===== config.mk =====
export PLATFORM = sky130hd
export DESIGN_NAME = mv_sequencer
export DESIGN_NICKNAME = d
export VERILOG_FILES = /design/src/rtl/mv_pkg.sv /design/src/rtl/mv_mac.sv /design/src/rtl/mv_sequencer.sv
export SDC_FILE = /design/constraint.sdc
export NUM_CORES = 1
export LEC_CHECK = 0
export ABC_CLOCK_PERIOD_IN_PS = 6200
export CAP_MARGIN = 20
export CORE_MARGIN = 4
export CORE_UTILIZATION = 58
export CTS_CLUSTER_DIAMETER = 100
export DETAILED_ROUTE_END_ITERATION = 12
export PLACE_DENSITY = 0.88
export SETUP_SLACK_MARGIN = 0.05
export SKIP_LAST_GASP = 1
export SYNTH_ARGS = -nofsm -noshare
export SYNTH_HDL_FRONTEND = slang
export SYNTH_HIERARCHICAL = 1
export SYNTH_SLANG_ARGS = --single-unit

===== constraint.sdc =====
create_clock -name clk -period 6.2 [get_ports clk]
set_input_delay 0.62 -clock clk [delete_from_list [all_inputs] [get_ports clk]]
set_output_delay 0.62 -clock clk [all_outputs]
set_load 0.02 [all_outputs]

===== src/rtl/mv_pkg.sv =====
// Shared widths, limits and the FSM state type for the matrix-vector sequencer.
package mv_pkg;

  localparam int N_MAX  = 128;
  localparam int DATA_W = 8;
  localparam int ACC_W  = 24;
  localparam int A_AW   = 14;
  localparam int X_AW   = 7;
  localparam int N_W    = 8;
  localparam int PROD_W = 2 * DATA_W;

  typedef enum logic [2:0] {
    S_IDLE,
    S_RUN,
    S_FLUSH,
    S_WRITE,
    S_DONE
  } state_t;

  // A length is usable only when it addresses at least one and at most N_MAX elements.
  function automatic logic nValid(input logic [N_W-1:0] n);
    return (n != '0) && (n <= N_W'(N_MAX));
  endfunction

endpackage


===== src/rtl/mv_mac.sv =====
// Registered unsigned multiply-accumulate; clear has priority over accumulate.
module mv_mac
  import mv_pkg::*;
(
  input  logic              clk,
  input  logic              rst,
  input  logic              i_clr,
  input  logic              i_en,
  input  logic [DATA_W-1:0] i_a,
  input  logic [DATA_W-1:0] i_b,
  output logic [ACC_W-1:0]  o_acc
);

  logic [PROD_W-1:0] w_prod;
  logic [ACC_W-1:0]  r_acc;

  assign w_prod = PROD_W'(i_a) * PROD_W'(i_b);

  always_ff @(posedge clk) begin
    if (rst) begin
      r_acc <= '0;
    end else if (i_clr) begin
      r_acc <= '0;
    end else if (i_en) begin
      r_acc <= r_acc + ACC_W'(w_prod);
    end
  end

  assign o_acc = r_acc;

endmodule


===== src/rtl/mv_sequencer.sv =====
// Walks A row-major against X, accumulating one dot product per row and writing it to Y.
module mv_sequencer
  import mv_pkg::*;
(
  input  logic              clk,
  input  logic              rst,
  input  logic              start_in,
  input  logic [N_W-1:0]    n_in,
  output logic              a_en_out,
  output logic [A_AW-1:0]   a_addr_out,
  input  logic [DATA_W-1:0] a_dout_in,
  output logic              x_en_out,
  output logic [X_AW-1:0]   x_addr_out,
  input  logic [DATA_W-1:0] x_dout_in,
  output logic              y_we_out,
  output logic [X_AW-1:0]   y_addr_out,
  output logic [ACC_W-1:0]  y_din_out,
  output logic              busy_out,
  output logic              done_out,
  output logic              err_out
);

  state_t          r_state;
  logic [N_W-1:0]  r_n;
  logic [X_AW-1:0] r_row;
  logic [X_AW-1:0] r_col;
  logic [A_AW-1:0] r_rowBase;
  logic [A_AW-1:0] r_aAddr;
  logic            r_aEn;
  logic            r_xEn;
  logic            r_yWe;
  logic            r_busy;
  logic            r_done;
  logic            r_err;
  logic            r_rdValid;

  logic             w_lastCol;
  logic             w_lastRow;
  logic             w_clr;
  logic [A_AW-1:0]  w_nextBase;
  logic [ACC_W-1:0] w_acc;

  assign w_lastCol  = ({1'b0, r_col} == (r_n - N_W'(1)));
  assign w_lastRow  = ({1'b0, r_row} == (r_n - N_W'(1)));
  assign w_nextBase = r_rowBase + A_AW'(r_n);
  // The accumulator is held at zero while idle and wiped right after each row is written.
  assign w_clr      = (r_state == S_IDLE) || (r_state == S_WRITE);

  mv_mac u_mac (
    .clk   (clk),
    .rst   (rst),
    .i_clr (w_clr),
    .i_en  (r_rdValid),
    .i_a   (a_dout_in),
    .i_b   (x_dout_in),
    .o_acc (w_acc)
  );

  always_ff @(posedge clk) begin
    if (rst) begin
      r_state   <= S_IDLE;
      r_n       <= '0;
      r_row     <= '0;
      r_col     <= '0;
      r_rowBase <= '0;
      r_aAddr   <= '0;
      r_aEn     <= 1'b0;
      r_xEn     <= 1'b0;
      r_yWe     <= 1'b0;
      r_busy    <= 1'b0;
      r_done    <= 1'b0;
      r_err     <= 1'b0;
      r_rdValid <= 1'b0;
    end else begin
      r_err     <= 1'b0;
      r_done    <= 1'b0;
      r_yWe     <= 1'b0;
      // Read data arrives one cycle after the enable, so the MAC follows the enable by one.
      r_rdValid <= r_aEn;
      case (r_state)
        S_IDLE: begin
          if (start_in) begin
            if (nValid(n_in)) begin
              r_n       <= n_in;
              r_row     <= '0;
              r_col     <= '0;
              r_rowBase <= '0;
              r_aAddr   <= '0;
              r_aEn     <= 1'b1;
              r_xEn     <= 1'b1;
              r_busy    <= 1'b1;
              r_state   <= S_RUN;
            end else begin
              r_err <= 1'b1;
            end
          end
        end
        S_RUN: begin
          if (w_lastCol) begin
            r_aEn   <= 1'b0;
            r_xEn   <= 1'b0;
            r_state <= S_FLUSH;
          end else begin
            r_col   <= r_col + X_AW'(1);
            r_aAddr <= r_aAddr + A_AW'(1);
          end
        end
        S_FLUSH: begin
          r_yWe   <= 1'b1;
          r_state <= S_WRITE;
        end
        S_WRITE: begin
          if (w_lastRow) begin
            r_done  <= 1'b1;
            r_state <= S_DONE;
          end else begin
            r_row     <= r_row + X_AW'(1);
            r_rowBase <= w_nextBase;
            r_aAddr   <= w_nextBase;
            r_col     <= '0;
            r_aEn     <= 1'b1;
            r_xEn     <= 1'b1;
            r_state   <= S_RUN;
          end
        end
        S_DONE: begin
          r_busy  <= 1'b0;
          r_state <= S_IDLE;
        end
        default: r_state <= S_IDLE;
      endcase
    end
  end

  assign a_en_out   = r_aEn;
  assign a_addr_out = r_aAddr;
  assign x_en_out   = r_xEn;
  assign x_addr_out = r_col;
  assign y_we_out   = r_yWe;
  assign y_addr_out = r_row;
  assign y_din_out  = w_acc;
  assign busy_out   = r_busy;
  assign done_out   = r_done;
  assign err_out    = r_err;

endmodule


==> results_tabular.tex <==
\begin{tabular}{lr}
\hline
Metric & Value \\
\hline
\multicolumn{2}{l}{\textbf{Run status}} \\
Result of the run & finished, final reports clean \\
\multicolumn{2}{l}{\textbf{Hold path}} \\
Launch instance of the worst min-delay path & busy\_out \\
Worst hold path depth & 2 \\
Destination of the worst hold path & busy\_out \\
Hold WC Path Type & flip-flop to flip-flop \\
\multicolumn{2}{l}{\textbf{STA}} \\
Fin crit share & between 80\% and 90\% \\
Hold violation total from the final report & 0 \\
Rel. slew slack & 33.3\% \\
Highest clock rate & 0.193 GHz \\
Minimum period implied by the final worst setup slack & 5190 ps \\
Worst hold slack after final layout & 462 ps \\
RSZ-0062 raised after global routing & no \\
Final number of max-transition violations & 0 \\
Transition time at the pin with the least slew margin & 996 ps \\
Setup Total Neg Slack & 0 ps \\
Worst setup skew after layout & 8.63 ps \\
Final setup violation count & 0 \\
\multicolumn{2}{l}{\textbf{Clocking}} \\
Later-pin clock latency in the skew report & 340 ps \\
Cts bufs inserted & 9 \\
Maximum clock path buffer count & 2 \\
Clock tree from TritonCTS & yes \\
Post-CTS Setup Bufs & 0 \\
Master cell of the clock root buffer & clkbuf\_16 \\
CTS H-tree lvls & 3 \\
Clock slew at the register clock pins of the worst setup and hold paths & roughly 60 ps \\
Number of clock sinks seen by CTS & just over 80 \\
Cells resized by post-CTS repair & 0 \\
Hold Buf Count CTS & 0 \\
\multicolumn{2}{l}{\textbf{Synth}} \\
Biggest area contributors in the synthesized netlist & dfxtp\_1, fa\_1, ha\_1, inv\_1, xnor2\_1 \\
Predominant post-synthesis flop cell & dfxtp\_1 \\
Post-synthesis adder-cell area fraction & 22.1\% \\
Compound-cell area share of the yosys netlist & 16.3\% \\
Netlist area before placement & 7630 µm² \\
Proportion of synthesized area in mux cells & 3.58\% \\
Simple-Gate Fraction of Synth Area & between 20\% and 30\% \\
Gate count after technology mapping & 927 \\
Dominant cell type by area after synthesis & dfxtp\_1 \\
Share of synthesized area occupied by flip-flops and latches & a little over a fifth \\
Number of flops mapped to enable cells by yosys & 0 \\
Share of synthesized registers carrying an async set or reset & 0\% \\
Dominant combinational cell family by area after synthesis & simple AND/OR/NAND/NOR gates \\
Count of yosys warnings during synthesis & 6 \\
Yosys cell types & 81 \\
Nets in the synthesized netlist & 1058 \\
Area share of the leading cell type in the synthesized netlist & 21.8\% \\
XOR/XNOR share of the synthesized area & under 10\% \\
Flop and latch count out of synthesis & 83 \\
Average size of a mapped cell & $\sim$8 µm² \\
\multicolumn{2}{l}{\textbf{GRT}} \\
Pin count of the biggest net entering global routing & 55 \\
Total Routing Usage GR & 26.4\% \\
Global-route wire length before repair & 32300 µm \\
Sum of overflow across all layers after global routing & 0 \\
Number of global-route vias before repair & 6827 \\
Number of antenna violations at the first check in global routing & 0 \\
\multicolumn{2}{l}{\textbf{Worst setup path}} \\
Class of the most critical setup path & primary input to flip-flop \\
Reg2Reg Launch Point & u\_mac/o\_acc[6] \\
WP data required & 6420 ps \\
Startpoint types & primary input \\
Largest fanout on the critical path & 8 \\
Number of cells on the worst reg-to-reg path & 15 \\
Data arrival time of the critical path & 5410 ps \\
Start point of the critical path & a\_dout\_in[4] \\
Worst r2r dst & u\_mac/o\_acc[17] \\
Endpoint class of the critical path & flip-flop \\
Worst R2R Setup Slack & 1700 ps \\
\multicolumn{2}{l}{\textbf{Route}} \\
Number of vias in the routed layout & 6992 \\
Number of nets with antenna violations after detailed routing & 0 \\
Final WL & 19600 µm \\
Wire length per cell & 16.9 µm \\
Remaining design rule violation count & 0 \\
Average via count per standard cell & 6.01 \\
DRT iter0 DRCs & 551 \\
Length of the first detailed-routing pass in iterations & 5 \\
\multicolumn{2}{l}{\textbf{Layout}} \\
Count of nets after finishing & 1117 \\
Inserted Diodes & 0 \\
Layout Area Growth over Synthesis & 15.1\% \\
Ratio of cells with drive above 1 in the final layout & 4.44\% \\
Final instance area & 8780 µm² \\
\multicolumn{2}{l}{\textbf{Placed design}} \\
Final Wtd Congestion & 0.891 \\
Total half-perimeter wirelength after legalization and detailed placement & roughly 15000 µm \\
Post-Place Cell Area & 8500 µm² \\
Count of port buffers added during placement & 84 \\
\multicolumn{2}{l}{\textbf{Power and ir drop}} \\
Leakage & 0.00361 µW \\
Worst IR Drop VDD & 134 µV \\
Total power of the final layout & 1960 µW \\
Total power divided by cell area & 223 nW/µm² \\
\multicolumn{2}{l}{\textbf{Die}} \\
Die width & 123 µm \\
Die outline height & 123 µm \\
Starting utilization of the core area & 59.9\% \\
I/O Pins & 85 \\
Die area & 15000 µm² \\
Area inside the core boundary & around 13000 µm² \\
Cell Rows & 41 \\
\multicolumn{2}{l}{\textbf{Run}} \\
Number of maximum-capacitance violations & 0 \\
\hline
\end{tabular}
==> flip-flops by register name (all words and copies together), names as in the netlist <==
| name | cells |
|---|---|
| u_mac/o_acc | 24 |
| a_addr_out | 14 |
| r_rowBase | 14 |
| r_n | 8 |
| x_addr_out | 7 |
| y_addr_out | 7 |
| r_state | 3 |
| busy_out | 1 |
| done_out | 1 |
| err_out | 1 |
| r_rdValid | 1 |
| x_en_out | 1 |
| y_we_out | 1 |
==> through the flow <==
| step | cells | setup slack (ps) | util [%] |
|---|---|---|---|
| 4_1_cts | 1163 | 1100 | 69.0 |
| 3_5_place_dp | 1147 | 783 | 66.8 |
| 6_report | 1163 | 1010 | 69.0 |
| 3_3_place_gp | 1147 | 796 | 66.8 |
| 2_1_floorplan | 927 | 1660 | - |
| 5_1_grt | 1163 | 937 | 69.0 |
==> synth_stat cells, drive strengths merged, types with 11 or more instances <==
library cell / number
o21ai: 40
and2: 39
a21oi: 58
nand2: 73
nor3: 30
mux2i: 25
fa: 51
clkbuf: 21
nand3: 35
inv: 115
nor2: 74
a31oi: 12
or3: 14
buf: 17
ha: 53
xnor2: 32
dfxtp: 83
nand4: 11
and3: 15
xor2: 15
==> cell families after synthesis <==
family                   Yosys count
multiplexers                      27
AND/OR/NAND/NOR                  331
AO/OA/AOI/OAI                    181
buffers and inverters            153
XOR/XNOR                          48
flip-flops                        83
adder cells (fa/ha/maj)          104
==> placed cells by master, fill, tap and decap left out, drive strengths merged, types with 39 or more instances in the layout <==
master and instances:
dfxtp 83, o21ai 40, nand2 73, fa 51, nor2 74, a21oi 58
clkdlybuf4s50 83, ha 53, and2 39, inv 116
==> layout make-up <==
class / count / area, µm²
multi-input cells: 691 / 5340
fillers: 1015 / 3940
flip-flops and latches: 83 / 1660
repair buffers: 86 / 851
inverters: 115 / 432
clock buffers: 13 / 260
well taps: 172 / 215
clock inverters: 3 / 21.3
==> worst max path at each step <==
| stage | slack (ps) | cells after the start | endpoint |
|---|---|---|---|
| floorplan | 1660 | 16 | u_mac/o_acc[16] |
| global placement | 800 | 15 | u_mac/o_acc[17] |
| detailed placement | 780 | 16 | u_mac/o_acc[17] |
| CTS | 1100 | 16 | u_mac/o_acc[17] |
| global route | 940 | 15 | u_mac/o_acc[17] |
| finish | 1010 | 16 | u_mac/o_acc[17] |
==> critical path: stages <==
cell	delay [ps]
clkdlybuf4s50_1	630
nand2_1	150
fa_1	560
inv_1	50
fa_1	470
fa_1	570
inv_1	60
fa_1	540
inv_1	40
ha_1	370
a21oi_1	220
inv_1	80
o41ai_1	510
nand2b_1	210
a31oi_1	210
o21ai_0	110
==> routing by layer <==
layer / part of all wire, % / up-vias / track usage (%) / wire length, µm
met1: 42 / 3325 / 34.8 / 8310
met3: 7.4 / 47 / 3.96 / 1450
met5: 0 / - / 0 / 0
met4: 2.2 / 0 / 10.5 / 424
met2: 48 / 322 / 43.6 / 9440
li1: - / 3298 / - / -
==> power by group <==
| part | leakage [µW] | switching [µW] | internal (µW) | total (µW) |
|---|---|---|---|---|
| logic | 0.00281 | 530 | 346 | 876 |
| registers | 0.000671 | 27.1 | 546 | 573 |
| clock network | 0.000136 | 218 | 295 | 512 |
(Power assumes the default switching activity.)
